`src/rtl/vga_plot_arbiter.sv`:
```
// vga_plot_arbiter: round-robin arbiter for the shared VGA plot port.
// Three pixel producers (draw, RAM restore, cursor) compete for the port via
// request/grant. Owners may lock the port for a burst; unlocked owners are
// preempted after MAX_HOLD transfers if someone else is waiting.
module vga_plot_arbiter #(
    parameter  int SCREEN_WIDTH  = 160,
    parameter  int SCREEN_HEIGHT = 120,
    parameter  int MAX_HOLD      = 25,
    localparam int XW            = $clog2(SCREEN_WIDTH) + 1,
    localparam int YW            = $clog2(SCREEN_HEIGHT) + 1,
    localparam int CW            = $clog2(MAX_HOLD + 1)
) (
    input  logic          iClk,
    input  logic          iReset,
    input  logic [2:0]    iReq,
    input  logic [2:0]    iLock,
    input  logic [XW-1:0] iX0,
    input  logic [XW-1:0] iX1,
    input  logic [XW-1:0] iX2,
    input  logic [YW-1:0] iY0,
    input  logic [YW-1:0] iY1,
    input  logic [YW-1:0] iY2,
    input  logic [2:0]    iColour0,
    input  logic [2:0]    iColour1,
    input  logic [2:0]    iColour2,
    output logic [2:0]    oGrant,
    output logic [1:0]    oOwner,
    output logic [XW-1:0] oX_pixel,
    output logic [YW-1:0] oY_pixel,
    output logic [2:0]    oColour,
    output logic          oPlot
);

    localparam logic [1:0]    OWN_IDLE  = 2'd3;
    localparam logic [CW-1:0] HOLD_LAST = CW'(MAX_HOLD - 1);
    localparam logic [CW-1:0] HOLD_MAX  = CW'(MAX_HOLD);

    // First requesting index scanning upward from last+1 with wrap; 3 if none.
    function automatic logic [1:0] f_rr(input logic [2:0] mask, input logic [1:0] last);
        logic [1:0] pick;
        int         t;
        pick = OWN_IDLE;
        for (int k = 3; k >= 1; k--) begin
            t = int'(last) + k;
            if (t >= 3) t = t - 3;
            if (mask[t[1:0]]) pick = t[1:0];
        end
        return pick;
    endfunction

    // Saturating hold-counter increment.
    function automatic logic [CW-1:0] f_hold_inc(input logic [CW-1:0] cnt);
        return (cnt >= HOLD_MAX) ? HOLD_MAX : cnt + CW'(1);
    endfunction

    logic [1:0]    r_owner;
    logic [1:0]    r_last;
    logic [CW-1:0] r_hold;
    logic [2:0]    r_grant;
    logic          r_plot;
    logic [XW-1:0] r_x;
    logic [YW-1:0] r_y;
    logic [2:0]    r_col;

    logic [1:0]    w_owner_nx;
    logic [1:0]    w_last_nx;
    logic [CW-1:0] w_hold_nx;
    logic [2:0]    w_grant_nx;
    logic          w_xfer;
    logic          w_locked;
    logic [2:0]    w_others;
    logic [XW-1:0] w_x_sel;
    logic [YW-1:0] w_y_sel;
    logic [2:0]    w_col_sel;

    assign w_xfer   = |(iReq & r_grant);
    assign w_locked = |(iLock & r_grant);
    assign w_others = iReq & ~r_grant;

    // State register: owner, round-robin pointer, hold counter, grant.
    always_ff @(posedge iClk) begin
        if (iReset) begin
            r_owner <= OWN_IDLE;
            r_last  <= 2'd2;
            r_hold  <= '0;
            r_grant <= 3'b000;
        end else begin
            r_owner <= w_owner_nx;
            r_last  <= w_last_nx;
            r_hold  <= w_hold_nx;
            r_grant <= w_grant_nx;
        end
    end

    // Next-state: grant/release/lock/preemption decisions.
    always_comb begin
        w_owner_nx = r_owner;
        w_last_nx  = r_last;
        w_hold_nx  = r_hold;
        if (r_owner == OWN_IDLE) begin
            w_owner_nx = f_rr(iReq, r_last);
            w_hold_nx  = '0;
        end else if (w_locked) begin
            w_owner_nx = r_owner;
        end else if (!w_xfer) begin
            w_owner_nx = f_rr(w_others, r_owner);
            w_last_nx  = r_owner;
            w_hold_nx  = '0;
        end else if ((r_hold >= HOLD_LAST) && (|w_others)) begin
            w_owner_nx = f_rr(w_others, r_owner);
            w_last_nx  = r_owner;
            w_hold_nx  = '0;
        end else begin
            w_hold_nx  = f_hold_inc(r_hold);
        end
    end

    // Output decode: one-hot grant from the next owner, pixel source mux.
    always_comb begin
        w_grant_nx = 3'b000;
        w_x_sel    = iX0;
        w_y_sel    = iY0;
        w_col_sel  = iColour0;
        case (w_owner_nx)
            2'd0:    w_grant_nx = 3'b001;
            2'd1:    w_grant_nx = 3'b010;
            2'd2:    w_grant_nx = 3'b100;
            default: w_grant_nx = 3'b000;
        endcase
        case (r_owner)
            2'd1: begin
                w_x_sel   = iX1;
                w_y_sel   = iY1;
                w_col_sel = iColour1;
            end
            2'd2: begin
                w_x_sel   = iX2;
                w_y_sel   = iY2;
                w_col_sel = iColour2;
            end
            default: begin
                w_x_sel   = iX0;
                w_y_sel   = iY0;
                w_col_sel = iColour0;
            end
        endcase
    end

    // Registered VGA pixel outputs: capture on transfer, hold otherwise.
    always_ff @(posedge iClk) begin
        if (iReset) begin
            r_plot <= 1'b0;
            r_x    <= '0;
            r_y    <= '0;
            r_col  <= '0;
        end else begin
            r_plot <= w_xfer;
            if (w_xfer) begin
                r_x   <= w_x_sel;
                r_y   <= w_y_sel;
                r_col <= w_col_sel;
            end
        end
    end

    assign oGrant   = r_grant;
    assign oOwner   = r_owner;
    assign oPlot    = r_plot;
    assign oX_pixel = r_x;
    assign oY_pixel = r_y;
    assign oColour  = r_col;

endmodule

```
`config.mk`:
```
export PLATFORM = sky130hd
export DESIGN_NAME = vga_plot_arbiter
export DESIGN_NICKNAME = d
export VERILOG_FILES = /design/src/rtl/vga_plot_arbiter.sv
export SDC_FILE = /design/constraint.sdc
export NUM_CORES = 1
export LEC_CHECK = 0
export ABC_AREA = 1
export BUFFER_PORTS_ARGS = -buffer_cell sky130_fd_sc_hd__buf_4
export CAP_MARGIN = 10
export CELL_PAD_IN_SITES_DETAIL_PLACEMENT = 0
export CELL_PAD_IN_SITES_GLOBAL_PLACEMENT = 2
export CORE_MARGIN = 5
export CORE_UTILIZATION = 26
export CTS_CLUSTER_DIAMETER = 50
export DETAILED_ROUTE_END_ITERATION = 6
export GPL_TIMING_DRIVEN = 1
export PLACE_DENSITY_LB_ADDON = 0.1
export SLEW_MARGIN = 20
export SYNTH_ARGS = -nofsm -noshare
export SYNTH_HDL_FRONTEND = slang
export SYNTH_SLANG_ARGS = --single-unit
```
`constraint.sdc`:
```
create_clock -name iClk -period 4.9 [get_ports iClk]
set_input_delay 0.245 -clock iClk [delete_from_list [all_inputs] [get_ports iClk]]
set_output_delay 0.245 -clock iClk [all_outputs]
set_load 0.01 [all_outputs]
```
==> results.ini <==
[run_status]
outcome = completed

[synth]
netlist_instances = 313
synth_edf_count = 0
synth-compound-area-share_pct = 23.72
synth_fa_ha_area_share_pct = 5.945
netlist_area_um2 = 2105
synth-async-reset-ratio_pct = 0
syn_area_per_cell_um2 = 6.724
synthXorXnorAreaFrac_pct = 0
syn-num-nets = 391
ys_warn_count = 0
ys_seq_area_share_pct = 31.39
synth_ff_type = dfxtp_1
synthDistinctLibCells = 29
synth_mux_area_share_pct = 0
synth_top_family_by_area = simple AND/OR/NAND/NOR gates
yosys.area_share.simple_pct = 29.43
ys_ff_latch = 33

[clock_network]
cts_hold_buffers = 0
cts_max_path_buffers = 2
cts_resized = 0
postCtsSetupRepairBufs = 0
cts_max_level = 2
cts.sinks = 33
clk_pin_slew_ps = 70
cts-root-buf = clkbuf_8
cts_tree = done
cts_inserted_buffers = 5
clock_latency_ps = 290

[worst_setup_path]
r2r_cells = 12
critPathKind = flip-flop to flip-flop
crit_path_start_kind = flip-flop
arrival_ps = 2470
crit_path_end_kind = flip-flop
r2r-start = oOwner[0]
r2r_slack_ps = 2660
regToRegEndpoint = oGrant[2]
cp.required_ps = 5120
critPathMaxFanout = 23

[route]
drtAntennaViolNets = 0
dr_total_vias = 2343
totalWireLength_um = 6775
viasPerCell = 4.677
drcViolationCount = 0
first_iter_violations = 86
wl_per_cell_um = 13.52
drtPass1Iterations = 4

[die]
rows = 32
die_area_um2 = 9994
die_x_um = 99.97
core_um2 = 7807
io_pins = 94
initial_core_util_pct = 26.96
die_h_um = 99.97

[grt]
grt_pass1_vias = 2407
overflow = 0
grt_use_total_pct = 13.89
grt_antenna_before_repair = 0
grt_max_degree = 35
grt_pass1_wl_um = 11340

[sta]
grt_setup_unrepaired = false
slew_headroom_pct = 42.80
hold_viol_final = 0
timing.setup.tns_ps = 0
slew_viol_final = 0
worstMarginPinSlew_ps = 858.0
setup_viol = 0
fin_crit_ps = 2244
timing.final.crit_share_pct = 45.80
skew_ps = 6.399
max_clock_freq_ghz = 0.4456

[pwr]
combPwrFrac_pct = 63.0
p_leak_nw = 1.468
intPower_mw = 0.8541
vdd_drop_max_v = 0.0002408
p_per_area_nw_per_um2 = 563.6
p_switching_mw = 0.8073
p_seq_share_pct = 24.0
switching_share_pct = 48.59
p_clk_share_pct = 13.0

[worst_hold_path]
min_path_cells = 3
hp-class = input pin to flip-flop
worstHoldStart = iX0[3]
worstHoldEndpoint = oX_pixel[3]

[layout]
layout.cells.non_filler = 501
layout_commonest_cell = buf_4
diodes = 0
final_cell_mix = buf_4, nand2_1, dfxtp_1
fillers = 864
drive_above_1_share_pct = 28.82
area_growth_pct = 40.07
nNetsFinal = 477

[placement]
dpl.cell_count = 494
dpl.hpwl_um = 5086
io_buffers = 93
place_congestion = 0.7342

[run]
drv_cap = 0

cell usage after synthesis (5+ instances only):
cell type	number	share of area (%)
dfxtp_1	33	31
ha_1	10	5.9
clkbuf_1	10	1.8
a22o_1	15	6.2
a221oi_1	5	2.1
o31ai_1	5	1.8
nand3_1	20	4.8
o21ai_0	18	4.3
a21oi_1	11	2.6
inv_1	30	5.4
nand2_1	91	16
nor2_1	20	3.6
a31oi_1	15	4.5
nand2_2	6	1.8
metrics by stage:
stage	util, %	setup slack, ps	hold WS [ps]	power, mW	area (µm²)
final	37.76	2656	232.5	1.661	2948
after global placement	36.65	2693	464.3	1.482	2861
after CTS	37.76	2596	222.5	1.687	2948
after floorplan	-	3123	407.6	1.168	2105
after detailed placement	36.65	2618	467.8	1.464	2861
after global routing	37.76	2334	232.5	1.842	2948
cells by family (layout without fill, tap and decap cells):
family | Yosys count | count (layout)
simple gates | 146 | 146
flops | 33 | 33
compound gates | 76 | 76
fa+ha+maj | 10 | 10
buf+inv | 48 | 134
worst max-delay path by stage:
stage / from / to / slack (ps) / depth (start not counted)
after global routing: oOwner[0] / oGrant[0] / 2330 / 12
final: oOwner[0] / oGrant[2] / 2660 / 12
after detailed placement: oOwner[0] / oGrant[0] / 2620 / 12
after global placement: oOwner[0] / oGrant[2] / 2690 / 12
after floorplan: oOwner[0] / oGrant[0] / 3120 / 16
after CTS: oOwner[0] / oGrant[0] / 2600 / 12
registers in the layout, indices dropped and copies added (netlist names):
signal    count
r_last        2
oColour       3
oY_pixel      8
r_hold        5
oOwner        2
oGrant        3
oPlot         1
oX_pixel      9
worst max-delay path, stage by stage, from the launching register on:
cell and delay [ps]:
dfxtp_1 380, inv_1 160, ha_1 740, nand3_1 160
nand3_1 160, nand3_1 80, nand2_1 60, nand2_1 50
nand2_1 60, nand2_1 70, nand2_1 70, nand3_2 70
nor2_1 110
power by group through the flow:
stage	registers, mW	clock network, mW	logic, mW
floorplan	0.424	0	0.744
global placement	0.403	0	1.08
detailed placement	0.405	0	1.06
CTS	0.400	0.222	1.06
global route	0.411	0.234	1.20
finish	0.400	0.216	1.05
layout make-up:
| cell class | count | area (µm²) | share of cell area [%] |
|---|---|---|---|
| Tap cell | 102 | 127.6 | 4.329 |
| Sequential cell | 33 | 660.6 | 22.41 |
| Inverter | 33 | 123.9 | 4.202 |
| Multi-Input combinational cell | 232 | 1244 | 42.19 |
| Clock buffer | 7 | 86.33 | 2.929 |
| Timing Repair Buffer | 94 | 705.7 | 23.94 |
metal layers:
layer  vias up  routed length (µm)  GRT usage, %  part of all wire (%)
li1       1223                   -             -                     -
met1      1039                3100         17.69                    46
met2        75                2942         21.29                    43
met3         6                 655         6.046                   9.7
met4         0                  77         4.041                   1.1
met5         -                   0             0                     0
No activity file was read; power rests on OpenSTA's default activity.
